<file path="src/rtl/bcd_pkg.sv">
// bcd_pkg: shared types and helpers for the sequential
// binary-to-BCD converter.
package bcd_pkg;

  typedef enum logic [1:0] {
    IDLE  = 2'd0,
    LOAD  = 2'd1,
    SHIFT = 2'd2,
    DONE  = 2'd3
  } state_t;

  localparam int DIGIT_W = 4;

  function automatic logic [DIGIT_W-1:0] digit_adj3(
    input logic [DIGIT_W-1:0] d
  );
    return (d >= 4'd5) ? d + 4'd3 : d;
  endfunction

endpackage

</file>
<file path="src/rtl/bcd_dabble_stage.sv">
// bcd_dabble_stage: one double-dabble step across all scratch digits,
// add-3 adjust then shift left by one with a new lsb.
module bcd_dabble_stage
  import bcd_pkg::*;
#(
  parameter int DIGITS = 8
) (
  input  logic [DIGIT_W*DIGITS-1:0] scratch,
  input  logic                      lsb,
  output logic [DIGIT_W*DIGITS-1:0] adj,
  output logic                      carry
);

  localparam int BCD_W = DIGIT_W * DIGITS;

  logic [BCD_W-1:0] fixed;

  for (genvar i = 0; i < DIGITS; i++) begin : g_dig
    assign fixed[DIGIT_W*i +: DIGIT_W] =
      digit_adj3(scratch[DIGIT_W*i +: DIGIT_W]);
  end

  // top bit of the adjusted vector is the one lost by the shift
  assign carry = fixed[BCD_W-1];
  assign adj   = {fixed[BCD_W-2:0], lsb};

endmodule

</file>
<file path="src/rtl/bin_to_bcd_seq.sv">
// bin_to_bcd_seq: iterative shift-add-3 binary-to-BCD converter with
// start/done handshake, signed input, saturation and zero blanking.
module bin_to_bcd_seq
  import bcd_pkg::*;
#(
  parameter int BIN_W  = 32,
  parameter int DIGITS = 8
) (
  input  logic                      clk_100kHz,
  input  logic                      rst_,
  input  logic                      start,
  input  logic                      signed_mode,
  input  logic [BIN_W-1:0]          bin,
  output logic                      busy,
  output logic                      done,
  output logic [DIGIT_W*DIGITS-1:0] bcd,
  output logic [DIGITS-1:0]         en,
  output logic                      neg,
  output logic                      ovf
);

  localparam int BCD_W = DIGIT_W * DIGITS;
  localparam int CNT_W = $clog2(BIN_W + 1);
  localparam logic [CNT_W-1:0] LAST = CNT_W'(BIN_W - 1);

  state_t           state;
  logic [BIN_W-1:0] bin_q;
  logic             sm_q;
  logic [BIN_W-1:0] mag;
  logic             neg_next;
  logic             sticky;
  logic [BCD_W-1:0] scratch;
  logic [BCD_W-1:0] scratch_nxt;
  logic [BCD_W-1:0] bcd_nxt;
  logic             carry;
  logic             sticky_nxt;
  logic             any_nz;
  logic [DIGITS-1:0] en_nxt;
  logic [CNT_W-1:0] cnt;

  bcd_dabble_stage #(
    .DIGITS(DIGITS)
  ) u_dabble (
    .scratch(scratch),
    .lsb    (mag[BIN_W-1]),
    .adj    (scratch_nxt),
    .carry  (carry)
  );

  assign sticky_nxt = sticky | carry;
  assign bcd_nxt    = sticky_nxt ? {DIGITS{4'h9}} : scratch_nxt;

  assign busy = (state != IDLE);
  assign done = (state == DONE);

  // blank a digit only when it and every digit above it are zero
  always_comb begin
    en_nxt = '0;
    any_nz = 1'b0;
    for (int i = DIGITS - 1; i >= 0; i--) begin
      any_nz    = any_nz | (|bcd_nxt[DIGIT_W*i +: DIGIT_W]);
      en_nxt[i] = any_nz;
    end
    en_nxt[0] = 1'b1;
    if (sticky_nxt) en_nxt = '1;
  end

  always_ff @(posedge clk_100kHz) begin
    if (rst_) begin
      state    <= IDLE;
      bin_q    <= '0;
      sm_q     <= 1'b0;
      mag      <= '0;
      neg_next <= 1'b0;
      sticky   <= 1'b0;
      scratch  <= '0;
      cnt      <= '0;
      bcd      <= '0;
      en       <= DIGITS'(1);
      neg      <= 1'b0;
      ovf      <= 1'b0;
    end else begin
      unique case (state)
        IDLE: begin
          if (start) begin
            bin_q <= bin;
            sm_q  <= signed_mode;
            state <= LOAD;
          end
        end
        LOAD: begin
          neg_next <= sm_q & bin_q[BIN_W-1];
          mag      <= (sm_q & bin_q[BIN_W-1])
                      ? BIN_W'(0) - bin_q : bin_q;
          scratch  <= '0;
          sticky   <= 1'b0;
          cnt      <= '0;
          state    <= SHIFT;
        end
        SHIFT: begin
          scratch <= scratch_nxt;
          mag     <= mag << 1;
          sticky  <= sticky_nxt;
          cnt     <= cnt + CNT_W'(1);
          // final step: results land so they are valid with done
          if (cnt == LAST) begin
            state <= DONE;
            bcd   <= bcd_nxt;
            en    <= en_nxt;
            ovf   <= sticky_nxt;
            neg   <= neg_next & (sticky_nxt | (|scratch_nxt));
          end
        end
        DONE: begin
          state <= IDLE;
        end
        default: begin
          state <= IDLE;
        end
      endcase
    end
  end

endmodule

</file>
<file path="config.mk">
export PLATFORM = sky130hd
export DESIGN_NAME = bin_to_bcd_seq
export DESIGN_NICKNAME = d
export VERILOG_FILES = /design/src/rtl/bcd_pkg.sv /design/src/rtl/bcd_dabble_stage.sv /design/src/rtl/bin_to_bcd_seq.sv
export SDC_FILE = /design/constraint.sdc
export NUM_CORES = 1
export LEC_CHECK = 0
export CORE_ASPECT_RATIO = 1.4
export CORE_MARGIN = 2
export CORE_UTILIZATION = 40
export DETAILED_ROUTE_END_ITERATION = 12
export PLACE_DENSITY_LB_ADDON = 0.25
export SLEW_MARGIN = 15
export SYNTH_ARGS = -nofsm -noshare
export SYNTH_HDL_FRONTEND = slang
export SYNTH_SLANG_ARGS = --single-unit
</file>
<file path="constraint.sdc">
create_clock -name clk_100kHz -period 4.2 [get_ports clk_100kHz]
set_input_delay 0.63 -clock clk_100kHz [delete_from_list [all_inputs] [get_ports clk_100kHz]]
set_output_delay 0.63 -clock clk_100kHz [all_outputs]
set_load 0.02 [all_outputs]
</file>
Word-level counts from Yosys, hierarchy flattened
Cells that the tools add are included.
{"block": "op_classes", "magnitude_cmp": 8, "n_mux": 18, "eq_ne": 6, "addsub": 10, "reduce_logical": 14, "bitwise_logic": 10}
{"op": "$pmux 32 s2", "n": 2}
{"op": "$mux 32", "n": 2}
{"op": "$add 4x2->4 const B", "n": 8}
{"op": "$ge 4x3->1 const B", "n": 8}
{"op": "$mux 4", "n": 8}
{"op": "$reduce_or 32->1", "n": 1}
{"op": "$sub 1x32->32 const A", "n": 1}
{"op": "$reduce_or 4->1", "n": 7}
{"op": "$pmux 6 s2", "n": 1}
{"op": "$mux 8", "n": 1}
{"op": "$or 1x1->1", "n": 8}
{"op": "$pmux 2 s4", "n": 1}
{"op": "$add 6x1->6 const B", "n": 1}
{"op": "$eq 6x5->1 const B", "n": 1}
{"op": "$reduce_and 2->1", "n": 3}
{"op": "$eq 2x2->1 const B", "n": 2}
{"op": "$mux 2", "n": 2}
{"op": "$ne 2x2->1 const B", "n": 2}
{"op": "$reduce_bool 2->1", "n": 2}
{"op": "$and 1x1->1", "n": 2}
{"op": "$eq 2x1->1 const B", "n": 1}
{"op": "$logic_not 2->1", "n": 1}
{"op": "$pmux 1 s2", "n": 1}
{"block": "word_totals", "in_bits": 36, "out_inout_bits": 44, "regBits": 149, "word_cells": 78}

Depth between registers and ports, before layout
{"block": "logic_depth", "depth_word": 12, "ltp_mapped": 9, "depth_no_buf": 8}

Modules after synthesis
From an unflattened synthesis, not the netlist that was laid out.
{"block": "unflattened", "hier_cells": 915, "hier_area_um2": 7313.3}
{"module": "bin_to_bcd_seq", "seq_area_each_um2": 2962.8, "cells_per_inst": 786, "instances": 1, "area_each_um2": 6495.0}
{"module": "bcd_dabble_stage", "seq_area_each_um2": 0.0, "cells_per_inst": 129, "instances": 1, "area_each_um2": 818.3}

Least setup slack after synthesis
No wires, ideal clock.
{"block": "synth_timing", "path_type": "reg-to-reg", "from": "register scratch[25]", "to": "register neg", "period_less_slack_ns": 2.515, "setup_time_ns": 0.120, "path_stages_with_launch": 9, "required_ns": 4.080, "setup_slack_ns": 1.685, "n_path_buf": 0, "t_arrival_ns": 2.395, "cell_sequence": "dfxtp_1 > inv_1 > ha_1 > nand2b_1 > a21o_1 > or3_1 > a2111o_1 > or4_1 > a211o_1"}
{"block": "synth_via", "elab_chain_len": 5, "word_cells_on_any_way": 6, "classes_between": "add/sub: 1; order compare: 1; mux: 1; bitwise: 2; reduce/logical: 1"}
{"element": "start, declared", "line_no": "bin_to_bcd_seq.sv:32", "text": "logic [BCD_W-1:0] scratch;"}
{"element": "start signal, assigned", "line_no": "bin_to_bcd_seq.sv:101", "text": "scratch <= scratch_nxt;"}
{"element": "$add 4x2->4 / $ge 4x3->1 (equally long branches)", "line_no": "bcd_pkg.sv:17", "text": "return (d >= 4'd5) ? d + 4'd3 : d;"}
{"element": "$mux 4 *", "line_no": "bcd_pkg.sv:17"}
{"element": "$reduce_or 32->1 *", "line_no": "bin_to_bcd_seq.sv:111", "text": "neg <= neg_next & (sticky_nxt | (|scratch_nxt));"}
{"element": "$or 1x1->1 *", "line_no": "bin_to_bcd_seq.sv:111"}
{"element": "$and 1x1->1 *", "line_no": "bin_to_bcd_seq.sv:111"}
{"element": "end signal, assigned", "line_no": "bin_to_bcd_seq.sv:111"}
{"element": "end, declared", "line_no": "bin_to_bcd_seq.sv:18", "text": "output logic neg,"}
Every way passes the cells marked *; elsewhere a longest branch is shown, timed or not.
A chain may end at the register's enable or synchronous reset.

Worst setup path after layout
{"block": "layout_timing", "from": "register scratch[29]", "to": "register en[3]"}
{"block": "layout_via", "elab_chain_len": 10, "word_cells_on_any_way": 15, "classes_between": "add/sub: 1; order compare: 1; mux: 3; bitwise: 5; reduce/logical: 5"}
{"element": "$add 4x2->4 / $ge 4x3->1 (equally long branches)", "line_no": "bcd_pkg.sv:17"}
{"element": "$mux 4 *", "line_no": "bcd_pkg.sv:17"}
{"element": "$or 1x1->1", "line_no": "bin_to_bcd_seq.sv:50", "text": "assign sticky_nxt = sticky | carry;"}
{"element": "$mux 32", "line_no": "bin_to_bcd_seq.sv:51", "text": "assign bcd_nxt = sticky_nxt ? {DIGITS{4'h9}} : scratch_nxt;"}
{"element": "$reduce_or 4->1", "line_no": "bin_to_bcd_seq.sv:61", "text": "any_nz = any_nz | (|bcd_nxt[DIGIT_W*i +: DIGIT_W]);"}
{"element": "$or 1x1->1 (4 in a row)", "line_no": "bin_to_bcd_seq.sv:61"}
{"element": "$mux 8 *", "line_no": "bin_to_bcd_seq.sv:65", "text": "if (sticky_nxt) en_nxt = '1;"}
{"element": "end signal, assigned", "line_no": "bin_to_bcd_seq.sv:109", "text": "en <= en_nxt;"}
{"element": "end, declared", "line_no": "bin_to_bcd_seq.sv:17", "text": "output logic [DIGITS-1:0] en,"}
Marked as above.

==> impl_metrics.yaml <==
setup_path:
  worst-path-buf-inv: 1
  cpPeakStageDelay_ps: 700
  rr_endpoint: "en[3]"
  r2r_start: "scratch[29]"
  cp_slowest_cell: "nor4_1"
  crit_type: "reg2reg"
  r2r_slack_ps: 1380
  endpoint_kind: "flop"
  worstPathArrival_ps: 3080
  crit_family: "simple AND/OR/NAND/NOR gates"
  worstPathRequired_ps: 4460
  cp_cell_sequence: "inv_1, ha_1, nor2b_1, nor3_1, a211oi_1, nand2_1, nor4_1, a311oi_1"
  crit_path_start_kind: "flop"
  r2r_cells: 8
  cp_max_fo: 7
drt:
  wl_per_cell_um: 14.0
  viasPerCell: 5.23
  dr.pass1.iters: 5
  ant_nets: 0
  vias: 6217
  drc: 0
  drt-initial-drc-count: 449
  wl_mm: 16.7
yosys:
  synth_seq_area_share_pct: 41.5
  ys_types: 55
  synth-main-ff-cell: "dfxtp_1"
  muxShareOfSynthArea_pct: 3.64
  synth_adder_area_share_pct: 4.03
  yosysMostFrequentCell: "dfxtp_1"
  synth.area.top_cells: "dfxtp_1 41%, nor2_1 6.2%, nand2_1 6.0%"
  synthArstFlopShare_pct: 0
  synth-edff-count: 0
  ys_seq_elements: 148
  synth_area_leader_cell: "dfxtp_1"
  synthXorXnorAreaFrac_pct: 4.90
  synth-warning-count: 0
  synth_top_family_by_area: "simple AND/OR/NAND/NOR gates"
  syn-instance-count: 892
  syn_area_per_cell_um2: 8.01
  synth_compound_area_share_pct: 19.8
  synthSimpleGateAreaFrac_pct: 21.2
  synth_top_cell_area_share_pct: 41.5
  syn-cell-area_mm2: 0.00714
  synth.net_count: 951
  ys_top_cells_by_count: "148 x dfxtp_1, 118 x nor2_1, 114 x nand2_1"
cts:
  cts_tree: "built"
  clock-sinks: 148
  cts-root-buf: "clkbuf_16"
  post-cts-setup-buffers: 0
  cts_made_buffers: 17
  ctsHoldBuffers: 0
  clkTransAtPathRegs_ps: 60
  ctsResizeCount: 0
  clock_latency_ps: 430
  cts_max_level: 4
  max-clock-path-buffers: 2
pwr:
  leakage_nw: 3.25
  p_total_mw: 4.34
  ir_drop_uv: 566
  p_per_area_mw_per_mm2: 502
floorplanning:
  fp.dieArea_mm2: 0.0190
  core-area_mm2: 0.0174
  die_h_um: 162
  num_rows: 57
  start_util_pct: 41.1
  top_level_ports: 80
  die_w_um: 117
global_route:
  grt_usage_pct: 18.6
  overflow: 0
  grt_max_degree: 92
  antenna_found_initial: 0
  grt_pass1_vias: 5932
  grt_pass1_wl_mm: 28.4
timing:
  rsz0062_at_grt: "false"
  fin_tns_setup_ps: 0
  max_slew.worst_pin.slew_ps: 1050
  relSlewSlack_pct: 30.0
  fin_crit_sh_pct: 67.1
  fin_skew_ps: 7.02
  fmax_mhz: 355
  slew_viol_final: 0
  hold_ws_ps: 456
  setup_viol: 0
  period_needed_ps: 2820
  hold_viol_final: 0
flow_run:
  drv_cap: 0
min_path:
  hold_start: "mag[12]"
  holdPathEnd: "mag[12]"
  hold_class: "reg2reg"
  hold_depth: 2
placement:
  gp_congestion: 0.776
  place_area_mm2: 0.00808
  place_inst: 1157
  portBuffers: 78
  dp_hpwl_mm: 11.5
layout:
  fillCellCount: 1771
  final_cells: 1189
  drive_above_1_share_pct: 4.93
  diodes: 0
  syn_to_final_growth_pct: 21.2
  nNetsFinal: 999
  design_area_mm2: 0.00866
outcome:
  status: "completed"
-- tightest hold or removal path, cell delays in order (launching register included) --
cell     delay [ps]
dfxtp_1         310
nand2_1          60
o21ai_1          50
-- layout make-up --
cell class                      instances  area [µm²]  share of cell area, %
Clock inverter                         10         133                   1.53
Tap cell                              236         295                   3.41
Timing Repair Buffer                   87         858                   9.92
Inverter                               33         124                   1.43
Clock buffer                           22         444                   5.13
Sequential cell                       148        2960                   34.2
Multi-Input combinational cell        653        3840                   44.3
-- cells in the final DEF (no fill, tap or decap), types with 3 or more instances in the layout --
cell type and count:
a211o_1 3, a211oi_1 5, a21o_1 6, a21oi_1 82, a22oi_1 43, a311oi_1 5, a31oi_1 12, and3_1 16
buf_4 9, bufinv_16 3, clkbuf_1 5, clkbuf_16 17, clkdlybuf4s50_1 77, clkinv_2 5, dfxtp_1 148, ha_1 23
inv_1 30, inv_2 3, mux2i_1 26, nand2_1 114, nand2b_1 16, nand3_1 4, nand3b_1 4, nand4_1 4
nor2_1 117, nor3_1 26, nor3b_1 9, nor4_1 4, o21ai_0 5, o21ai_1 29, o22ai_1 24, or3_1 4
xnor2_1 30, xor2_1 10
-- layer usage --
layer / global-route usage, % / vias to the layer above / share of wire [%]
met2: 32.1 / 113 / 50
met3: 4.07 / 19 / 3.3
met4: 6.15 / 0 / 1.4
li1: - / 3200 / -
met1: 22.8 / 2885 / 45
met5: 0 / - / 0
-- how the worst max path moves through the flow --
stage	from	end	slack, ps	cells after the start
after floorplan	scratch[25]	neg	1680	8
after global placement	scratch[29]	en[3]	1480	8
after detailed placement	scratch[29]	en[3]	1380	8
after CTS	scratch[29]	en[3]	1360	8
after global routing	scratch[29]	en[3]	1160	8
final	scratch[29]	en[3]	1380	8
-- power breakdown --
group	internal, mW	switching (mW)
sequential	1.53	0.111
clock	0.929	0.572
combinational	0.383	0.816
-- state kept, by name (all words and copies together) (netlist names), 2 cells and up --
| signal | count |
|---|---|
| scratch | 32 |
| bcd | 32 |
| state | 2 |
| en | 7 |
| mag | 32 |
| cnt | 6 |
| bin_q | 32 |
-- per-stage QoR --
step	worst slack, ps	utilization (%)
3_3_place_gp	1480	46.4
3_5_place_dp	1380	46.4
2_1_floorplan	1680	-
5_1_grt	1160	49.7
4_1_cts	1360	49.7
6_report	1380	49.7
-- logic make-up after synthesis --
logic type	Yosys count
AND/OR/NAND/NOR	334
AO/OA/AOI/OAI	229
buffers and inverters	91
flip-flops	148
multiplexers	26
XOR/XNOR	40
other	1
adder cells (fa/ha/maj)	23
(Power assumes the default switching activity.)
